<file path="config.mk">
export PLATFORM = sky130hd
export DESIGN_NAME = sram_scratchpad_stream
export DESIGN_NICKNAME = d
export VERILOG_FILES = /design/src/rtl/sram_scratchpad_stream.sv
export SDC_FILE = /design/constraint.sdc
export NUM_CORES = 1
export LEC_CHECK = 0
export BUFFER_PORTS_ARGS = -buffer_cell sky130_fd_sc_hd__buf_2
export CAP_MARGIN = 5
export CORE_MARGIN = 2
export CORE_UTILIZATION = 45
export CTS_CLUSTER_SIZE = 30
export DETAILED_ROUTE_END_ITERATION = 8
export MAX_ROUTING_LAYER = met4
export PLACE_DENSITY = 0.66
export SETUP_SLACK_MARGIN = 0.15
export SLEW_MARGIN = 25
export SYNTH_ARGS = -nofsm -noshare
export SYNTH_HDL_FRONTEND = slang
export SYNTH_SLANG_ARGS = --single-unit
export TNS_END_PERCENT = 30
</file>
<file path="constraint.sdc">
create_clock -name clk -period 11.9 [get_ports clk]
set_input_delay 1.19 -clock clk [delete_from_list [all_inputs] [get_ports clk]]
set_output_delay 1.19 -clock clk [all_outputs]
set_load 0.05 [all_outputs]
</file>
<file path="src/rtl/sram_scratchpad_stream.sv">
// sram_scratchpad_stream
//   Single-clock scratchpad with two access modes:
//     RANDOM - explicit read/write addresses, pointers and count frozen
//     STREAM - internal circular pointers with full/empty, used as a window buffer
//   Reads are pipelined: a read accepted at edge N drives dout/dout_valid at
//   edge N+RD_LATENCY-1; dout holds its last value between strobes.
//   Optional feature macro: SPAD_WR_BYPASS_EN
//     defined   -> write-first (same-word read sees the incoming din)
//     undefined -> read-first  (same-word read sees the old contents)
module sram_scratchpad_stream #(
  parameter int DATA_WIDTH = 16,
  parameter int ADDR_WIDTH = 4,
  parameter int DEPTH      = 16,
  parameter int RD_LATENCY = 1
) (
  input  logic                  clk,
  input  logic                  rst,
  input  logic                  chip_en,
  input  logic                  mode,
  input  logic                  clear,
  input  logic                  wen,
  input  logic [ADDR_WIDTH-1:0] waddr,
  input  logic [DATA_WIDTH-1:0] din,
  input  logic                  ren,
  input  logic [ADDR_WIDTH-1:0] raddr,
  output logic [DATA_WIDTH-1:0] dout,
  output logic                  dout_valid,
  output logic                  full,
  output logic                  empty,
  output logic [ADDR_WIDTH:0]   count
);

  typedef enum logic {
    MODE_RANDOM = 1'b0,
    MODE_STREAM = 1'b1
  } mode_e;

  localparam logic [ADDR_WIDTH:0]   DEPTH_W  = (ADDR_WIDTH + 1)'(DEPTH);
  localparam logic [ADDR_WIDTH-1:0] LAST_PTR = ADDR_WIDTH'(DEPTH - 1);

  logic [DATA_WIDTH-1:0] mem [DEPTH];

  logic [ADDR_WIDTH-1:0] wptr, rptr;
  logic [ADDR_WIDTH-1:0] wptr_next, rptr_next;
  logic [ADDR_WIDTH:0]   count_next;

  logic                  wr_acc, rd_acc;
  logic [ADDR_WIDTH-1:0] waddr_eff, raddr_eff;
  logic                  mem_we;
  logic [DATA_WIDTH-1:0] rd_word;

  logic [RD_LATENCY-1:0] pipe_v;
  logic [DATA_WIDTH-1:0] pipe_d [RD_LATENCY];

  // Circular pointer advance; wraps at DEPTH-1 even when DEPTH is not a power of two.
  function automatic logic [ADDR_WIDTH-1:0] next_ptr(input logic [ADDR_WIDTH-1:0] p);
    return (p == LAST_PTR) ? '0 : p + ADDR_WIDTH'(1);
  endfunction

  // Accept decision and effective addresses for this cycle.
  always_comb begin
    // NOTE: every variable gets a default first so no path leaves it unassigned (no latch).
    wr_acc    = 1'b0;
    rd_acc    = 1'b0;
    waddr_eff = waddr;
    raddr_eff = raddr;
    if (mode == MODE_STREAM) begin
      waddr_eff = wptr;
      raddr_eff = rptr;
    end
    // clear overrides any accept in the same cycle.
    if (chip_en && !clear) begin
      if (mode == MODE_STREAM) begin
        // No fall-through: a read on empty is rejected even with a concurrent write.
        rd_acc = ren && !empty;
        wr_acc = wen && (!full || rd_acc);
      end else begin
        rd_acc = ren;
        wr_acc = wen;
      end
    end
  end

  // Out-of-range writes are dropped.
  assign mem_we = wr_acc && ({1'b0, waddr_eff} < DEPTH_W);

  // Read data selection: out-of-range reads return 0; optional write-first bypass.
  always_comb begin
    rd_word = '0;
    if ({1'b0, raddr_eff} < DEPTH_W) begin
      rd_word = mem[raddr_eff];
`ifdef SPAD_WR_BYPASS_EN
      if (wr_acc && (waddr_eff == raddr_eff)) rd_word = din;
`endif
    end
  end

  // Next pointer/occupancy values; only STREAM mode moves them.
  always_comb begin
    wptr_next  = wptr;
    rptr_next  = rptr;
    count_next = count;
    if (clear) begin
      wptr_next  = '0;
      rptr_next  = '0;
      count_next = '0;
    end else if (mode == MODE_STREAM) begin
      if (wr_acc) wptr_next = next_ptr(wptr);
      if (rd_acc) rptr_next = next_ptr(rptr);
      if (wr_acc && !rd_acc)      count_next = count + (ADDR_WIDTH + 1)'(1);
      else if (rd_acc && !wr_acc) count_next = count - (ADDR_WIDTH + 1)'(1);
    end
  end

  // Pointer, count and status flag registers (flags follow count on the same edge).
  always_ff @(posedge clk or posedge rst) begin
    // NOTE: sequential state uses non-blocking assignments so all registers update together.
    if (rst) begin
      wptr  <= '0;
      rptr  <= '0;
      count <= '0;
      full  <= 1'b0;
      empty <= 1'b1;
    end else begin
      wptr  <= wptr_next;
      rptr  <= rptr_next;
      count <= count_next;
      full  <= (count_next == DEPTH_W);
      empty <= (count_next == '0);
    end
  end

  // Storage array; cleared to zero by reset.
  always_ff @(posedge clk or posedge rst) begin
    // NOTE: the array is reset, so it maps to flops rather than an SRAM macro.
    if (rst) begin
      for (int i = 0; i < DEPTH; i++) mem[i] <= '0;
    end else if (mem_we) begin
      mem[waddr_eff] <= din;
    end
  end

  // Read pipeline: stage 0 captures at the accepting edge, later stages shift; data holds on bubbles.
  always_ff @(posedge clk or posedge rst) begin
    if (rst) begin
      pipe_v <= '0;
      for (int i = 0; i < RD_LATENCY; i++) pipe_d[i] <= '0;
    end else begin
      pipe_v[0] <= rd_acc;
      if (rd_acc) pipe_d[0] <= rd_word;
      for (int i = 1; i < RD_LATENCY; i++) begin
        pipe_v[i] <= pipe_v[i-1];
        if (pipe_v[i-1]) pipe_d[i] <= pipe_d[i-1];
      end
    end
  end

  assign dout       = pipe_d[RD_LATENCY-1];
  assign dout_valid = pipe_v[RD_LATENCY-1];

endmodule

</file>
== Word level (Yosys, flattened, before mapping) ==
Cells that the tools add are included.
Word-level totals
  flip-flop bits (word level): 288
  input port bits: 31
  output and inout port bits: 24
  word-level logic and storage cells: 77
Cells by class
  add/subtract/negate cells: 4
  order comparisons: 3
  equality and inequality tests: 3
  muxes and demuxes: 24
  bitwise logic cells: 2
  reductions and logical operators: 18
Operators with widths (number)
  $bwmux 256: 1
  $bmux 16 s4: 1
  $demux 16 s4: 1
  $mux 16: 3
  $mux 4: 10
  $mux 5: 4
  $ge 5x5->1 const B: 2
  $not 4->5: 2
  $add 4x1->4 const B: 2
  $eq 4x4->1 const B: 2
  $logic_and 1x1->1: 6
  $reduce_bool 2->1: 3
  $add 5x1->5 const B: 1
  $eq 5x5->1 const B: 1
  $logic_not 1->1: 5
  $logic_not 5->1: 1
  $lt 5x1->1 const B: 1
  $sub 5x1->5 const B: 1
  $mux 1: 4
  $reduce_and 2->1: 2
  $logic_or 1x1->1: 1

== Depth between registers and ports, before layout ==
  depth after elaboration: 13
  depth in mapped cells: 9
  gate-level depth less buffers: 8

== Worst setup path after synthesis ==
No wires, ideal clock.
  path kind: in2reg
  start point: input mode
  end point: register pipe_d, in the netlist dout[15]
  setup time: 0.126 ns
  data arrival time: 2.741 ns
  slack: 9.033 ns
  cell stages on the path: 7
  path buffers: 1
  cell sequence: and2b_1 -> a21oi_2 -> buf_4 -> mux4_2 -> nand2_1 -> nand2_1 -> a221o_1
Between the ends
  word-level cells in the longest chain between the ends: 5
  elaborated cells between the ends (all ways): 7
  classes of those cells: mux: 6; bitwise: 1
Ends and longest elaborated chain
  start: declaration: RTL line 19  | input logic mode,
  $mux 4: RTL line 67  | if (mode == MODE_STREAM) begin
  $not 4->5 (implied by the code): RTL line 91  | rd_word = mem[raddr_eff];
  $bmux 16 s4: RTL line 91
  $mux 16 (implied by the code) (2 in a row): RTL line 91
  end signal: indexed assignment: RTL line 153  | if (pipe_v[i-1]) pipe_d[i] <= pipe_d[i-1];
  end: declaration: RTL line 53  | logic [DATA_WIDTH-1:0] pipe_d [RD_LATENCY];
Several ways; a longest one is shown, not always the timed one. The select of a mux whose other input is x is not followed.
A chain may end at the register's enable or synchronous reset.

== Final worst setup path ==
Ends and elaborated chain as after synthesis.

==> impl_metrics.ini <==
[outcome]
status = complete, no violations

[finish]
fillCellCount = 2441
layoutNonFillerInstCount = 1402
final_layout_size_suffix_gt1_share_pct = 43.71
finalCoreUtilization_pct = 51.53
final_nets = 1034
area.growth.synth_to_final_pct = 12.02
diodes = 0

[clocking]
cts-hold-fix-buffers = 0
ctsLongestPathBuffers = 3
cts_sinks = 288
cts_tree = done
post_cts_sizing = 0
cts-htree-levels = 1
clock_root_cell = sky130_fd_sc_hd__clkbuf_16
clock_latency_ns = 0.55
worst_path_clk_slew_ns = 0.06
cts-buffers-inserted = 30
postCtsSetupBuffers = 0

[die]
io_pins = 55
design.core.area_um2 = 28940
die_outline_area_um2 = 30970
start_util_pct = 46.00
floorplan.die.width_um = 176.0
die-height_um = 176.0
std_cell_rows = 62

[min_path]
timing.hold.worst.start = mem[149]
min_delay_path_depth = 1
path_type_of_the_worst_min_delay_path = reg -> reg
timing.hold.worst_endpoint = mem[149]

[drt]
vias_per_cell = 5.782
via_count = 8106
route.detailed.wl_per_inst_um = 22.23
ant_nets = 0
route.detailed.drc = 0
drt_first_iter_violations = 509
totalWireLength_um = 31160
detailedRoute.firstPassIterationCount = 4

[setup_path]
critical_path.most_common_cell = sky130_fd_sc_hd__nand2_1
regToRegSetupSlack_ns = 8.85
crit_path_top_delay_cell = sky130_fd_sc_hd__a21oi_4
crit_start = mode
worst_r2r_endpoint = dout[15]
critical_path.cell_chain = buf_2 > and2b_1 > a21oi_4 > buf_6 > mux4_2 > nand2_1 > nand2_1 > a221o_1
critical_path_depth = 8
r2r-start = rptr[0]
timing.critical_path.to_type = flip-flop
critPathTopFamily = buffers and inverters
worst_r2r_path_depth = 6
max_incr_delay_on_cp_ns = 0.66
worst_ep_arrival_time_ns = 4.38
critical_path.startpoint_type = input pin
critPathRequiredTime_ns = 12.32
timing.critical_path.buf_inv = 2
crit_path_max_fanout = 59
criticalPathCategory = in -> reg

[placement]
place_ws_ns = 7.030
post-dp-hpwl_um = 18210
place.gp.congestion = 0.8433
numPlacedInstances = 1351
io_buffers = 54

[global_routing]
grt_first_pass_wirelength_um = 49730
maximum_number_of_pins_on_one_net_before_global_route_repair = 139
grt_usage_pct = 21.45
grt.overflow.total = 0
antenna_found_initial = 0
first_global_vias = 8305

[pwr]
seq_power_share_pct = 47.3
vdd.ir_drop.worst_v = 0.0001115
power_density_nw_per_um2 = 163.6
clock_power_share_pct = 38.6
intPower_mw = 1.814
pwr-share-comb_pct = 14.1
switching_share_pct = 25.65
p_switching_uw = 625.8
p_leak_nw = 6.948

[yosys]
synth-edff-count = 0
synth_nets = 1002
netlist_instances = 967
register_bit_count_reported_by_yosys = 288
synth_sequential_area_ratio_pct = 54.15
avgSynthCellArea_um2 = 13.76
post_synth_instance_area_um2 = 13310
yosys_warnings = 0
async_flop_share_pct = 100.0
synth.lib_cells_used.distinct = 60
yosys_most_used_dff = sky130_fd_sc_hd__dfrtp_1

[timing]
min_period_ns = 3.956
final_period_utilization_pct = 33.24
report.final.setup_viol = 0
hold-worst-slack_ns = 0.5008
slew-limit-headroom_pct = 28.90
drv_slew = 0
setup_tns_ns = 0
grt_setup_unrepaired = false
worst-slew-pin-transition_ns = 1.064
fmax_mhz = 252.8
endpoints_failing_hold = 0
final.setup_skew_ns = 0.01146
final.setup.worst_slack_ns = 7.944

[flow_run]
max_cap_violations = 0
-- metrics by stage --
step | area [um^2] | power, mW
after detailed placement | 13890 | 1.518
final | 14910 | 2.439
after floorplan | 13310 | 1.424
after global routing | 14910 | 2.543
after global placement | 13880 | 1.508
after CTS | 14890 | 2.464
-- cells in the mapped netlist, drive strengths merged, types with 3 or more instances --
| master | instances | area, um^2 |
|---|---|---|
| inv | 11 | 41.29 |
| nor2 | 20 | 77.58 |
| nand2 | 103 | 394.1 |
| dfrtp | 287 | 7182 |
| o2111ai | 15 | 131.4 |
| clkbuf | 32 | 120.1 |
| nand3 | 34 | 170.2 |
| buf | 38 | 211.4 |
| nand2b | 5 | 31.28 |
| mux4 | 48 | 1081 |
| o211ai | 16 | 125.1 |
| and2 | 4 | 25.02 |
| a2111oi | 5 | 46.30 |
| xor2 | 3 | 26.28 |
| mux2i | 19 | 190.2 |
| a31oi | 4 | 25.02 |
| nor4 | 3 | 25.02 |
| ha | 4 | 50.05 |
| a21oi | 8 | 47.55 |
| nor2b | 10 | 62.56 |
| or3 | 3 | 18.77 |
| o21ai | 3 | 15.01 |
| mux2 | 259 | 2920 |
-- power groups by stage --
stage	registers (mW)	clock network [mW]	logic (mW)
CTS	1.15	0.961	0.349
detailed placement	1.17	0	0.348
finish	1.15	0.941	0.345
floorplan	1.21	0	0.215
global route	1.17	1.00	0.376
global placement	1.17	0	0.340
-- registers in the layout, indices dropped and copies added, names as in the netlist --
name	count
mem	256
dout	16
count	5
rptr	4
wptr	4
dout_valid	1
empty	1
full	1
-- cell families (layout without fill, tap and decap cells) --
group                    after synthesis  count (layout)  synth area share [%]
multiplexers                         326             326                 31.49
flip-flops                           288             288                 54.15
AND/OR/NAND/NOR                      193             193                 6.693
buffers and inverters                 81             132                 2.801
AO/OA/AOI/OAI                         71              71                 4.221
adder cells (fa/ha/maj)                4               4                0.3760
XOR/XNOR                               4               4                0.2633
-- worst max path at each step --
stage | slack [ns] | to
2_1_floorplan | 2.76 | count[0]
3_3_place_gp | 7.07 | dout[15]
3_5_place_dp | 7.03 | dout[15]
4_1_cts | 7.61 | dout[15]
5_1_grt | 7.64 | dout[15]
6_report | 7.94 | dout[15]
-- placed cells by master (no fill, tap or decap), drive strengths merged, types with 3 or more instances in the layout --
cell / netlist / final
dfrtp: 287 / 287
mux2: 259 / 259
nand2: 103 / 103
buf: 38 / 70
mux4: 48 / 48
clkbuf: 32 / 43
nand3: 34 / 34
nor2: 20 / 20
mux2i: 19 / 19
o211ai: 16 / 16
o2111ai: 15 / 15
inv: 11 / 10
nor2b: 10 / 10
a21oi: 8 / 8
clkinv: 0 / 6
nand2b: 5 / 5
a2111oi: 5 / 5
a31oi: 4 / 4
and2: 4 / 4
ha: 4 / 4
xor2: 3 / 3
nor4: 3 / 3
or3: 3 / 3
o21ai: 3 / 3
-- layer usage --
metal	vias up	wire (um)	GRT usage, %	part of all wire, %
met2	182	14810	33.23	48
met1	4298	14470	30.62	46
met4	0	527	4.924	1.7
li1	3593	-	-	-
met3	33	1349	2.670	4.3
met5	-	0	-	0
-- area by class of cell --
type                       count  area (um^2)  share of cell area, %
sequential                   288         7208                  48.34
multi-input combinational    598         5763                  38.65
clock buffer                  43        910.9                  6.109
tap                          384        480.5                  3.222
timing repair buffer          70        401.6                  2.694
clock inverter                 8        92.59                 0.6210
inverter                      11        53.80                 0.3608
Note: power is estimated with default switching activity, not from simulation.
